--- src/rtl/dvs_spatial_compressor.sv ---
// DVS event front-end: buffers raw 128x128 events, tracks an EMA activity centroid and
// re-expresses each event as a signed, downscaled offset from it for the binning stage.
module dvs_spatial_compressor #(
   parameter int SENSOR_BITS       = 7,
   parameter int FIFO_DEPTH        = 16,
   parameter int FRAC_BITS         = 4,
   parameter int EMA_SHIFT         = 4,
   parameter int SCALE_SHIFT       = 3,
   parameter int DROP_OUT_OF_RANGE = 1,
   parameter int IDLE_RESET_CYCLES = 1_200_000
) (
   input  logic                   clk,
   input  logic                   rst,
   input  logic                   in_valid,
   output logic                   in_ready,
   input  logic [SENSOR_BITS-1:0] in_x,
   input  logic [SENSOR_BITS-1:0] in_y,
   input  logic                   in_polarity,
   input  logic                   sink_busy,
   output logic                   event_valid,
   output logic signed [4:0]      event_x,
   output logic signed [4:0]      event_y,
   output logic                   event_polarity,
   output logic [SENSOR_BITS-1:0] centroid_x,
   output logic [SENSOR_BITS-1:0] centroid_y,
   output logic [15:0]            drop_count
);

   localparam int AW = $clog2(FIFO_DEPTH);
   localparam int CW = SENSOR_BITS + FRAC_BITS;
   localparam int DW = SENSOR_BITS + 1;
   localparam int EW = 2 * SENSOR_BITS + 1;
   localparam int IW = $clog2(IDLE_RESET_CYCLES + 1);
   localparam logic [CW-1:0] C_CENTRE = CW'(1) << (CW - 1);
   localparam logic signed [DW-1:0] OFS_MIN = DW'(-8);
   localparam logic signed [DW-1:0] OFS_MAX = DW'(7);
   localparam bit DROP_MODE = (DROP_OUT_OF_RANGE != 0);

   // C + (((in << FRAC_BITS) - C) >>> EMA_SHIFT), always lands back inside the sensor range
   function automatic logic [CW-1:0] ema_next(input logic [CW-1:0] c,
                                              input logic [SENSOR_BITS-1:0] v);
      logic signed [CW:0] diff;
      diff = $signed({1'b0, v, {FRAC_BITS{1'b0}}}) - $signed({1'b0, c});
      diff = diff >>> EMA_SHIFT;
      ema_next = CW'($signed({1'b0, c}) + diff);
   endfunction

   logic [EW-1:0]          r_mem [FIFO_DEPTH];
   logic [AW:0]            r_wr_ptr;
   logic [AW:0]            r_rd_ptr;
   logic                   w_empty;
   logic                   w_full;
   logic                   w_push;
   logic                   w_pop;
   logic [EW-1:0]          w_head;
   logic [SENSOR_BITS-1:0] w_hx;
   logic [SENSOR_BITS-1:0] w_hy;
   logic                   w_hpol;

   assign w_empty  = (r_wr_ptr == r_rd_ptr);
   assign w_full   = (r_wr_ptr[AW] != r_rd_ptr[AW]) && (r_wr_ptr[AW-1:0] == r_rd_ptr[AW-1:0]);
   assign in_ready = !w_full;
   assign w_push   = in_valid && !w_full;
   assign w_pop    = !w_empty && !sink_busy;
   assign w_head   = r_mem[r_rd_ptr[AW-1:0]];
   assign {w_hpol, w_hx, w_hy} = w_head;

   // NOTE: storage is deliberately not reset; the pointers alone define what is valid.
   always_ff @(posedge clk) begin
      if (w_push) r_mem[r_wr_ptr[AW-1:0]] <= {in_polarity, in_x, in_y};
   end

   always_ff @(posedge clk) begin
      if (rst) begin
         r_wr_ptr <= '0;
         r_rd_ptr <= '0;
      end else begin
         if (w_push) r_wr_ptr <= r_wr_ptr + (AW+1)'(1);
         if (w_pop)  r_rd_ptr <= r_rd_ptr + (AW+1)'(1);
      end
   end

   logic [CW-1:0] r_cx;
   logic [CW-1:0] r_cy;
   logic [IW-1:0] r_idle;
   logic          w_idle_hit;

   assign centroid_x = r_cx[CW-1:FRAC_BITS];
   assign centroid_y = r_cy[CW-1:FRAC_BITS];
   assign w_idle_hit = w_empty && (r_idle == IW'(IDLE_RESET_CYCLES - 1));

   always_ff @(posedge clk) begin
      if (rst) begin
         r_idle <= '0;
      end else if (!w_empty || w_idle_hit) begin
         r_idle <= '0;
      end else begin
         r_idle <= r_idle + IW'(1);
      end
   end

   // A pop outranks the idle reload so the event's own EMA step is never lost
   always_ff @(posedge clk) begin
      if (rst) begin
         r_cx <= C_CENTRE;
         r_cy <= C_CENTRE;
      end else if (w_pop) begin
         r_cx <= ema_next(r_cx, w_hx);
         r_cy <= ema_next(r_cy, w_hy);
      end else if (w_idle_hit) begin
         r_cx <= C_CENTRE;
         r_cy <= C_CENTRE;
      end
   end

   logic signed [DW-1:0] w_dx;
   logic signed [DW-1:0] w_dy;
   logic                 r_s1_valid;
   logic signed [DW-1:0] r_s1_sx;
   logic signed [DW-1:0] r_s1_sy;
   logic                 r_s1_pol;

   assign w_dx = $signed({1'b0, w_hx}) - $signed({1'b0, centroid_x});
   assign w_dy = $signed({1'b0, w_hy}) - $signed({1'b0, centroid_y});

   always_ff @(posedge clk) begin
      if (rst) begin
         r_s1_valid <= 1'b0;
         r_s1_sx    <= '0;
         r_s1_sy    <= '0;
         r_s1_pol   <= 1'b0;
      end else begin
         r_s1_valid <= w_pop;
         if (w_pop) begin
            r_s1_sx  <= w_dx >>> SCALE_SHIFT;
            r_s1_sy  <= w_dy >>> SCALE_SHIFT;
            r_s1_pol <= w_hpol;
         end
      end
   end

   logic              w_x_lo, w_x_hi, w_y_lo, w_y_hi;
   logic              w_out_of_range;
   logic signed [4:0] w_ox;
   logic signed [4:0] w_oy;
   logic              r_ev_valid;
   logic signed [4:0] r_ev_x;
   logic signed [4:0] r_ev_y;
   logic              r_ev_pol;
   logic [15:0]       r_drop;

   assign w_x_lo = (r_s1_sx < OFS_MIN);
   assign w_x_hi = (r_s1_sx > OFS_MAX);
   assign w_y_lo = (r_s1_sy < OFS_MIN);
   assign w_y_hi = (r_s1_sy > OFS_MAX);
   assign w_out_of_range = w_x_lo || w_x_hi || w_y_lo || w_y_hi;
   assign w_ox = w_x_lo ? 5'sb11000 : (w_x_hi ? 5'sb00111 : $signed(r_s1_sx[4:0]));
   assign w_oy = w_y_lo ? 5'sb11000 : (w_y_hi ? 5'sb00111 : $signed(r_s1_sy[4:0]));

   always_ff @(posedge clk) begin
      if (rst) begin
         r_ev_valid <= 1'b0;
         r_ev_x     <= '0;
         r_ev_y     <= '0;
         r_ev_pol   <= 1'b0;
         r_drop     <= '0;
      end else begin
         r_ev_valid <= 1'b0;
         if (r_s1_valid) begin
            if (DROP_MODE && w_out_of_range) begin
               if (r_drop != 16'hFFFF) r_drop <= r_drop + 16'd1;
            end else begin
               r_ev_valid <= 1'b1;
               r_ev_x     <= w_ox;
               r_ev_y     <= w_oy;
               r_ev_pol   <= r_s1_pol;
            end
         end
      end
   end

   assign event_valid    = r_ev_valid;
   assign event_x        = r_ev_x;
   assign event_y        = r_ev_y;
   assign event_polarity = r_ev_pol;
   assign drop_count     = r_drop;

endmodule

--- config.mk ---
export PLATFORM = sky130hd
export DESIGN_NAME = dvs_spatial_compressor
export DESIGN_NICKNAME = d
export VERILOG_FILES = /design/src/rtl/dvs_spatial_compressor.sv
export SDC_FILE = /design/constraint.sdc
export NUM_CORES = 1
export LEC_CHECK = 0
export BUFFER_PORTS_ARGS = -buffer_cell sky130_fd_sc_hd__buf_2
export CAP_MARGIN = 20
export CORE_MARGIN = 2
export CORE_UTILIZATION = 30
export CTS_CLUSTER_SIZE = 30
export DETAILED_ROUTE_END_ITERATION = 12
export SETUP_SLACK_MARGIN = 0.15
export SLEW_MARGIN = 15
export SYNTH_ARGS = -nofsm -noshare
export SYNTH_HDL_FRONTEND = slang
export SYNTH_SLANG_ARGS = --single-unit
--- constraint.sdc ---
create_clock -name clk -period 9.35 [get_ports clk]
set_input_delay 0 -clock clk [delete_from_list [all_inputs] [get_ports clk]]
set_output_delay 0 -clock clk [all_outputs]
set_load 0.005 [all_outputs]
==> results of run 1 <==
[sequential cells by signal, summed over array words and instances (netlist names), named ones only]
register,count
r_s1_sy,5
r_wr_ptr,5
event_x,5
r_s1_valid,1
drop_count,16
r_idle,21
r_s1_sx,5
r_rd_ptr,5
r_cy,11
event_valid,1
event_y,5
r_s1_pol,1
event_polarity,1
r_cx,11
r_mem,240
[per-stage QoR]
step	utilization [%]	instances	instance area, um^2
2_1_floorplan	-	1032	14700
3_3_place_gp	32.2	1678	15700
3_5_place_dp	32.3	1681	15700
4_1_cts	35.0	1756	17000
5_1_grt	35.0	1758	17000
6_report	35.0	1758	17000
[power groups by stage]
stage | registers, mW | logic [mW] | clock network, mW
CTS | 1.78 | 1.63 | 1.41
floorplan | 1.77 | 1.35 | 0
global placement | 1.81 | 1.59 | 0
global route | 1.80 | 1.82 | 1.47
finish | 1.78 | 1.62 | 1.37
detailed placement | 1.82 | 1.61 | 0
[cells by family (layout without fill, tap and decap cells)]
group / after synthesis / count (layout) / synth area share (%)
adders and majority gates: 47 / 47 / 4.10
AOI/OAI and AO/OA: 137 / 137 / 6.12
xor gates and xnor gates: 81 / 81 / 4.83
and+or+nand+nor: 261 / 261 / 8.17
other: 0 / 2 / 0
muxes: 77 / 77 / 11.6
buffers and inverters: 92 / 194 / 2.88
DFF: 337 / 337 / 62.3
[critical path, stage by stage, from the launching register on]
cell and delay, ns:
dfxtp_4 0.75, buf_4 0.65, mux4_2 0.58, mux4_2 0.55, ha_1 0.25, a21oi_1 0.23
nor2_1 0.08, a211oi_1 0.33, o21a_4 0.22, ha_1 0.30, a21o_1 0.22, a31oi_1 0.20
nand2_1 0.08, o221a_2 0.24, xor2_1 0.15, or3_1 0.30, a31o_1 0.20
[metal layers]
| metal | up-vias | global-route usage, % |
|---|---|---|
| met5 | - | 0 |
| met4 | 4 | 3.01 |
| met3 | 38 | 2.62 |
| met2 | 199 | 20.2 |
| met1 | 4249 | 17.3 |
| li1 | 4020 | - |
[cells in the mapped netlist, types with 4 or more instances]
cell type and n:
edfxtp_1 240, nor2_1 102, dfxtp_1 97, mux4_2 75, nand2_1 73, a21oi_1 50
xor2_1 49, ha_1 45, inv_1 33, xnor2_1 32, clkbuf_1 23, nand3_1 22
o21ai_0 20, a22oi_1 17, buf_4 16, a21o_1 14, buf_2 14, nand4_1 14
nor3_1 13, or3_1 9, a31oi_1 8, and3_1 5, nor2b_1 5, o21bai_1 5
a211oi_1 4, nand2b_1 4
[path summary, 6_finish.rpt]
kind | from | endpoint | slack, ns | cells after the start
max | flip-flop | r_cx[10] | 3.88 | 16
min reg2reg | event_x[4] | event_x[4] | 0.45 | 2
max reg2reg | flip-flop | r_cx[10] | 3.88 | 16
min | sink_busy | r_s1_valid | 0.03 | 4
[final cells by class]
| cell class | count | area [um^2] |
|---|---|---|
| clock buffer | 43 | 926 |
| clock inverter | 17 | 205 |
| sequential | 337 | 9150 |
| multi-input combinational | 603 | 5180 |
| antenna | 2 | 5.00 |
| tap | 622 | 778 |
| timing repair buffer | 98 | 643 |
| fill | 4643 | 31600 |
| inverter | 36 | 135 |
[layout by cell type, fill, tap and decap left out, types with 5 or more instances in the layout]
cell,instances
xor2_1,49
o21ai_0,20
clkinv_2,5
dlygate4sd3_1,15
mux4_2,75
nand3_1,22
inv_1,33
nand2_1,73
nor2_1,91
a22oi_1,17
dfxtp_1,95
o21bai_1,5
clkbuf_1,6
edfxtp_1,240
xnor2_1,32
nand4_1,14
clkbuf_16,35
a21oi_1,50
nor3_1,9
buf_2,61
or3_1,9
ha_1,45
and3_1,5
buf_4,19
a31oi_1,8
a21o_1,14
nor2_2,11
[repair_timing]
action / in CTS / in global routing
hold buffers: 15 / 0
hold endpoints to repair: 240 / 0
setup endpoints to repair: 0 / 0
gates resized for setup: 0 / 0
==> results.py, run 1 <==
metrics = {
    "outcome": {
        "status": "finished clean",
    },
    "floorplan": {
        "start_util_pct": 30.2,
        "fp-row-count": 81,
        "die_w_um": 225,
        "die_area_um2": 50800,
        "boundaryPins": 62,
        "die_height_um": 225,
        "core_area_um2": 48600,
    },
    "power": {
        "power.leakage_nw": 5.79,
        "p_clk_share_pct": 28.7,
        "combPwrFrac_pct": 34.0,
        "p_sw_share_pct": 32.8,
        "ir_worst_vdd_uv": 109,
        "p_sw_mw": 1.57,
        "cellPowerDensity_nw_per_um2": 281,
        "power_frac_seq_pct": 37.3,
        "p_int_mw": 3.21,
        "power_mw": 4.78,
    },
    "sta": {
        "tns_ns": 0,
        "hold_viol": 0,
        "finalSetupViolCount": 0,
        "fin_crit_sh_pct": 58.4,
        "fin_worst_skew_ns": 0.0182,
        "setup_slack_ns": 3.88,
        "period_minus_slack_ns": 5.47,
        "slew_viol_final": 0,
        "rsz0062_at_grt": "no",
        "timing.fmax_mhz": 183,
        "holdWs_ns": 0.0326,
        "maxSlewHeadroom_pct": 31.1,
        "tightest_slew_ns": 1.03,
    },
    "synth": {
        "syn_avg_cell_area_um2": 14.2,
        "synthesis.nets": 1098,
        "async_flop_share_pct": 0,
        "synth-edff-count": 240,
        "seq_area_frac_synth_pct": 62.3,
        "syn-instance-count": 1032,
        "ys_types": 55,
        "synth_top_area_share_pct": 49.1,
        "yosysTopAreaCell": "edfxtp_1",
        "ys_ff_latch": 337,
        "synth-main-ff-cell": "edfxtp_1",
        "yosys_warnings": 0,
        "ys_top_cells_by_area": "edfxtp_1, dfxtp_1, mux4_2",
        "synth_area_um2": 14700,
    },
    "route": {
        "wl_met3_mm": 1.69,
        "via_per_inst": 4.84,
        "dr.max_layer_used": "met5",
        "via_count": 8510,
        "wl_met2_mm": 14.8,
        "routed_wl_mm": 31.6,
        "antenna_left": 0,
        "wl_per_cell_um": 18.0,
        "drc": 0,
        "drt_iter0_drc": 668,
        "drt-met1-wl_mm": 14.7,
        "firstDrtPassIters": 5,
    },
    "global_routing": {
        "antenna_found_initial": 4,
        "overflow": 0,
        "grt_max_degree": 77,
        "grt_pass1_vias": 8417,
        "grtUsageTotal_pct": 12.6,
        "grt_pass1_wl_mm": 48.9,
    },
    "placed_design": {
        "io_buffers": 61,
        "pre_cts_ws_ns": 3.83,
        "place.gp.congestion": 0.806,
        "dp_hpwl_mm": 19.3,
    },
    "clock_tree": {
        "clkSinkCount": 337,
        "cts_root_buf": "clkbuf_16",
        "clockBufferDepth": 3,
        "cts_setup_buffers": 0,
        "tritoncts": "done",
        "path_clk_slew_ns": 0.06,
        "h-tree-depth": 2,
        "clk-insertion-delay-late_ns": 0.54,
        "cts_buffers": 35,
    },
    "hold_path": {
        "worstHoldPathType": "input port to flip-flop",
    },
    "critical_path": {
        "cp.required_ns": 9.77,
        "cp-start-kind": "flip-flop",
        "cp.arrival_ns": 5.89,
        "critPathCaptureType": "flip-flop",
        "cp_max_fo": 32,
        "path_class": "flip-flop to flip-flop",
    },
    "finish": {
        "synthToLayoutAreaGrowth_pct": 15.9,
        "nets": 1177,
        "drive_gt1_share_pct": 21.2,
    },
    "job": {
        "cap_viol_max_count": 0,
    },
}
No activity file was read; power rests on OpenSTA's default activity.
==> run 2: changes to the inputs <==
clock period = 4.5 ns   (was 9.35 ns; I/O delays follow)
==> results.py, run 2 (synthesis gave the netlist of run 1 again) <==
metrics = {
    "sta": {
        "period_minus_slack_ns": 4.36,
        "timing.fmax_mhz": 230,
        "fin_worst_skew_ns": 0.0230,
        "tightest_slew_ns": 0.882,
        "rsz0062_at_grt": "yes",
        "hold_viol": 0,
        "maxSlewHeadroom_pct": 41.2,
        "holdWs_ns": 0.0245,
        "fin_crit_sh_pct": 96.8,
        "finalSetupViolCount": 0,
        "slew_viol_final": 0,
    },
    "route": {
        "wl_per_cell_um": 18.4,
        "routed_wl_mm": 33.7,
        "antenna_left": 0,
        "drt_iter0_drc": 589,
        "drc": 0,
        "via_count": 8949,
        "firstDrtPassIters": 5,
        "via_per_inst": 4.88,
    },
    "floorplan": {
        "fp-row-count": 81,
        "die_w_um": 225,
        "core_area_um2": 48600,
        "die_area_um2": 50800,
        "start_util_pct": 30.2,
        "die_height_um": 225,
        "boundaryPins": 62,
    },
    "power": {
        "power.leakage_nw": 6.26,
        "cellPowerDensity_nw_per_um2": 623,
        "ir_worst_vdd_uv": 306,
    },
    "finish": {
        "final_cell_mix": "edfxtp_1, nor2_1, dfxtp_1, buf_4, mux4_2",
        "largest_reg_flops": 240,
        "nets": 1253,
        "synthToLayoutAreaGrowth_pct": 23.3,
        "final_cells": 1832,
        "final_common_cell": "edfxtp_1",
        "drive_gt1_share_pct": 29.2,
        "antenna-diode-count": 0,
    },
    "clock_tree": {
        "tritoncts": "done",
        "path_clk_slew_ns": 0.06,
        "clockBufferDepth": 3,
        "cts_root_buf": "clkbuf_16",
        "clk-insertion-delay-late_ns": 0.54,
        "h-tree-depth": 2,
        "clkSinkCount": 337,
        "cts_buffers": 36,
    },
    "hold_path": {
        "worstHoldPathType": "input port to flip-flop",
        "min_delay_path_depth": 4,
    },
    "placed_design": {
        "io_buffers": 61,
        "place.gp.congestion": 0.792,
        "dp_hpwl_mm": 19.9,
        "dp.cells": 1701,
    },
    "critical_path": {
        "cp.arrival_ns": 4.74,
        "cp.required_ns": 4.89,
        "cp-start-kind": "flip-flop",
        "path_class": "flip-flop to flip-flop",
        "critPathCaptureType": "flip-flop",
        "cp_max_fo": 4,
        "rr_worst_depth": 19,
    },
    "global_routing": {
        "grtUsageTotal_pct": 13.3,
        "grt_use_met2_pct": 22.3,
        "overflow": 0,
        "grt_pass1_wl_mm": 51.5,
        "top_usage_layer": "met2",
        "antenna_found_initial": 2,
        "grt_max_degree": 47,
        "met1_usage_pct": 17.6,
        "met3_usage_pct": 2.63,
        "grt_pass1_vias": 8920,
    },
    "outcome": {
        "status": "finished clean",
    },
    "job": {
        "cap_viol_max_count": 0,
    },
}
[run 2: cell types whose count changed in the layout (fill, tap and decap cells not counted), sizes merged, moves of 2 or more]
cell	previous run	this run
buf	83	155
bufinv	3	1
clkbuf	43	47
clkinv	12	15
clkinvlp	2	0
diode	2	0
[run 2: where the power goes]
group / switching [mW] / leakage (nW) / total [mW] / internal (mW)
sequential: 0.188 / 2.96 / 3.68 / 3.49
clock: 1.17 / 0.536 / 2.75 / 1.58
combinational: 2.36 / 2.77 / 4.84 / 2.48
[run 2: timing repair]
| action | 4_1_cts | 5_1_grt |
|---|---|---|
| resized for setup | 39 | 36 |
| buffers inserted | 26 | 24 |
| cloned | 3 | 1 |
| pin swaps | 26 | 40 |
| setup endpoints to repair | 4 | 9 |
| hold buffers | 16 | 0 |
| hold endpoints to repair | 257 | 0 |
[run 2: worst max-delay path, cell delays in order (launching register included)]
cell and delay (ns):
dfxtp_4 0.39, buf_12 0.13, buf_12 0.11, mux4_2 0.48, mux4_2 0.51, ha_4 0.23, a21o_1 0.20, a31o_1 0.22
a21oi_2 0.18, inv_1 0.08, a21oi_2 0.16, xnor2_1 0.14, ha_1 0.31, nand3_1 0.14, nand3_2 0.11, buf_4 0.16
o41a_1 0.33, xor2_1 0.15, a22oi_1 0.13, nor2_1 0.05
[run 2: routing by layer]
metal / vias to the layer above / wire [um]
li1: 4165 / -
met1: 4520 / 15200
met2: 208 / 16100
met3: 52 / 1800
met4: 4 / 591
met5: - / 24
[run 2: per-stage QoR]
stage               cell area [um^2]  total power [mW]  utilization (%)  setup slack (ns)  TNS [ns]
floorplan                      14800              6.53                -             0.160         0
global placement               15900              7.36             32.7             0.132         0
global route                   18100              12.0             37.2           -0.0481   -0.0481
detailed placement             15900              7.44             32.7            0.0158         0
CTS                            17700              10.8             36.3             0.148         0
finish                         18100              11.3             37.2             0.144         0
[run 2: layout make-up]
cell class                      count  area [um^2]
Fill cell                        4564        30500
Sequential cell                   337         9150
Multi-Input combinational cell    603         5530
Timing Repair Buffer              173         1420
Clock buffer                       46          970
Tap cell                          622          778
Inverter                           36          135
Clock inverter                     15          128
[run 2: path summary, 6_finish.rpt]
check / slack (ns) / start / to
max: 0.14 / flip-flop / r_cy[8]
min: 0.02 / in_valid / r_wr_ptr[0]
max reg2reg: 0.14 / flip-flop / r_cy[8]
min reg2reg: 0.44 / r_s1_sx[0] / event_x[0]
==> run 3: changes to the inputs <==
SETUP_SLACK_MARGIN = 0.2   (was 0.15)
==> results.py, run 3 (synthesis gave the netlist of run 1 again) <==
metrics = {
    "critical_path": {
        "path_class": "flip-flop to flip-flop",
        "cp.required_ns": 4.93,
        "cp.arrival_ns": 4.81,
        "rrSetupSlack_ns": 0.12,
        "cp_max_fo": 8,
        "cp-start-kind": "flip-flop",
        "critPathCaptureType": "flip-flop",
    },
    "clock_tree": {
        "path_clk_slew_ns": 0.06,
        "clk-insertion-delay-late_ns": 0.54,
        "cts_buffers": 36,
        "clkSinkCount": 337,
        "tritoncts": "done",
        "h-tree-depth": 2,
        "clockBufferDepth": 3,
        "cts_root_buf": "clkbuf_16",
    },
    "route": {
        "drc": 0,
        "firstDrtPassIters": 4,
        "wl_per_cell_um": 18.1,
        "via_count": 8773,
        "antenna_left": 0,
        "via_per_inst": 4.82,
        "routed_wl_mm": 32.9,
        "drt_iter0_drc": 541,
    },
    "sta": {
        "setup_slack_ns": 0.119,
        "slew_viol_final": 0,
        "tightest_slew_ns": 0.887,
        "hold_viol": 0,
        "fin_worst_skew_ns": 0.0114,
        "fin_crit_sh_pct": 97.3,
        "tns_ns": 0,
        "period_minus_slack_ns": 4.38,
        "rsz0062_at_grt": "yes",
        "finalSetupViolCount": 0,
        "holdWs_ns": 0.0403,
        "maxSlewHeadroom_pct": 40.8,
        "timing.fmax_mhz": 228,
    },
    "finish": {
        "nets": 1236,
        "fill_cells": 4634,
        "multi_input_area_um2": 5370,
        "final_common_cell": "edfxtp_1",
        "largest_reg_flops": 240,
        "antenna-diode-count": 0,
        "seq_area_um2": 9150,
        "synthToLayoutAreaGrowth_pct": 21.6,
        "final_cell_mix": "edfxtp_1, nor2_1, dfxtp_1, mux4_2, nand2_1",
        "drive_gt1_share_pct": 26.5,
    },
    "floorplan": {
        "core_area_um2": 48600,
        "boundaryPins": 62,
        "die_height_um": 225,
        "die_area_um2": 50800,
        "die_w_um": 225,
        "start_util_pct": 30.2,
        "fp-row-count": 81,
    },
    "global_routing": {
        "grtUsageTotal_pct": 13.0,
        "grt_pass1_wl_mm": 50.8,
        "overflow": 0,
        "grt_pass1_vias": 8795,
        "grt_max_degree": 41,
        "antenna_found_initial": 1,
    },
    "placed_design": {
        "io_buffers": 61,
        "dp_hpwl_mm": 20.2,
        "pre_cts_ws_ns": 0.0247,
        "place.gp.congestion": 0.870,
    },
    "power": {
        "power.leakage_nw": 6.16,
        "power_mw": 11.1,
        "cellPowerDensity_nw_per_um2": 621,
        "ir_worst_vdd_uv": 264,
    },
    "job": {
        "cap_viol_max_count": 0,
    },
    "outcome": {
        "status": "finished clean",
    },
    "hold_path": {
        "worstHoldPathType": "input port to flip-flop",
    },
}
[run 3: cell count changes in the layout (fill, tap and decap cells not counted), moves of 3 or more]
cell,delta
buf_4,-15
ha_1,+9
ha_4,-7
a21oi_1,+3
clkbuf_1,+3
[run 3: worst paths after layout]
| check | cells past startpoint | endpoint | startpoint |
|---|---|---|---|
| max reg2reg | 17 | r_cx[10] | flip-flop |
| min reg2reg | 2 | event_x[3] | event_x[3] |
| max | 17 | r_cx[10] | flip-flop |
| min | 4 | r_wr_ptr[0] | in_valid |
[run 3: where the power goes]
group,internal [mW],switching (mW),leakage (nW)
registers,3.49,0.183,2.96
logic,2.24,2.23,2.63
clock network,1.73,1.21,0.572
total,7.46,3.62,6.16
[run 3: critical path, stage by stage (launching register included)]
cell and delay, ns:
dfxtp_4 0.41, buf_12 0.15, buf_12 0.13, mux4_2 0.51
mux4_2 0.56, ha_4 0.29, a21oi_4 0.16, nor2_2 0.06
a211oi_2 0.27, o21a_4 0.21, ha_4 0.21, a21o_1 0.18
a31oi_2 0.17, nand2_1 0.09, o221a_2 0.27, xor2_2 0.15
or3_1 0.30, a31o_1 0.18
[run 3: per-layer routing]
| metal | global-route usage (%) | routed length [um] |
|---|---|---|
| met1 | 17.5 | 15100 |
| met5 | 0 | 13 |
| met2 | 21.6 | 15800 |
| met3 | 2.57 | 1510 |
| met4 | 3.61 | 583 |
[run 3: cell type report]
cell class                      instances  area share (%)
Tap cell                              622            4.36
Multi-Input combinational cell        603            30.1
Inverter                               36           0.757
Clock buffer                           50            5.57
Sequential cell                       337            51.3
Timing Repair Buffer                  156            7.01
Clock inverter                         16           0.995
[run 3: repair_timing]
action / 4_1_cts / 5_1_grt
endpoints found under the hold margin: 257 / 0
hold buffers: 16 / 0
cloned: 2 / 0
setup buffers: 21 / 14
setup endpoints to repair: 4 / 9
pin swaps: 14 / 31
gates resized for setup: 23 / 19
[run 3: per-stage QoR]
step / utilization, % / instance area (um^2) / instances
after global routing: 36.7 / 17900 / 1820
after detailed placement: 32.8 / 16000 / 1700
after global placement: 32.8 / 16000 / 1700
final: 36.7 / 17900 / 1820
after CTS: 36.3 / 17700 / 1805
after floorplan: - / 14800 / 1032
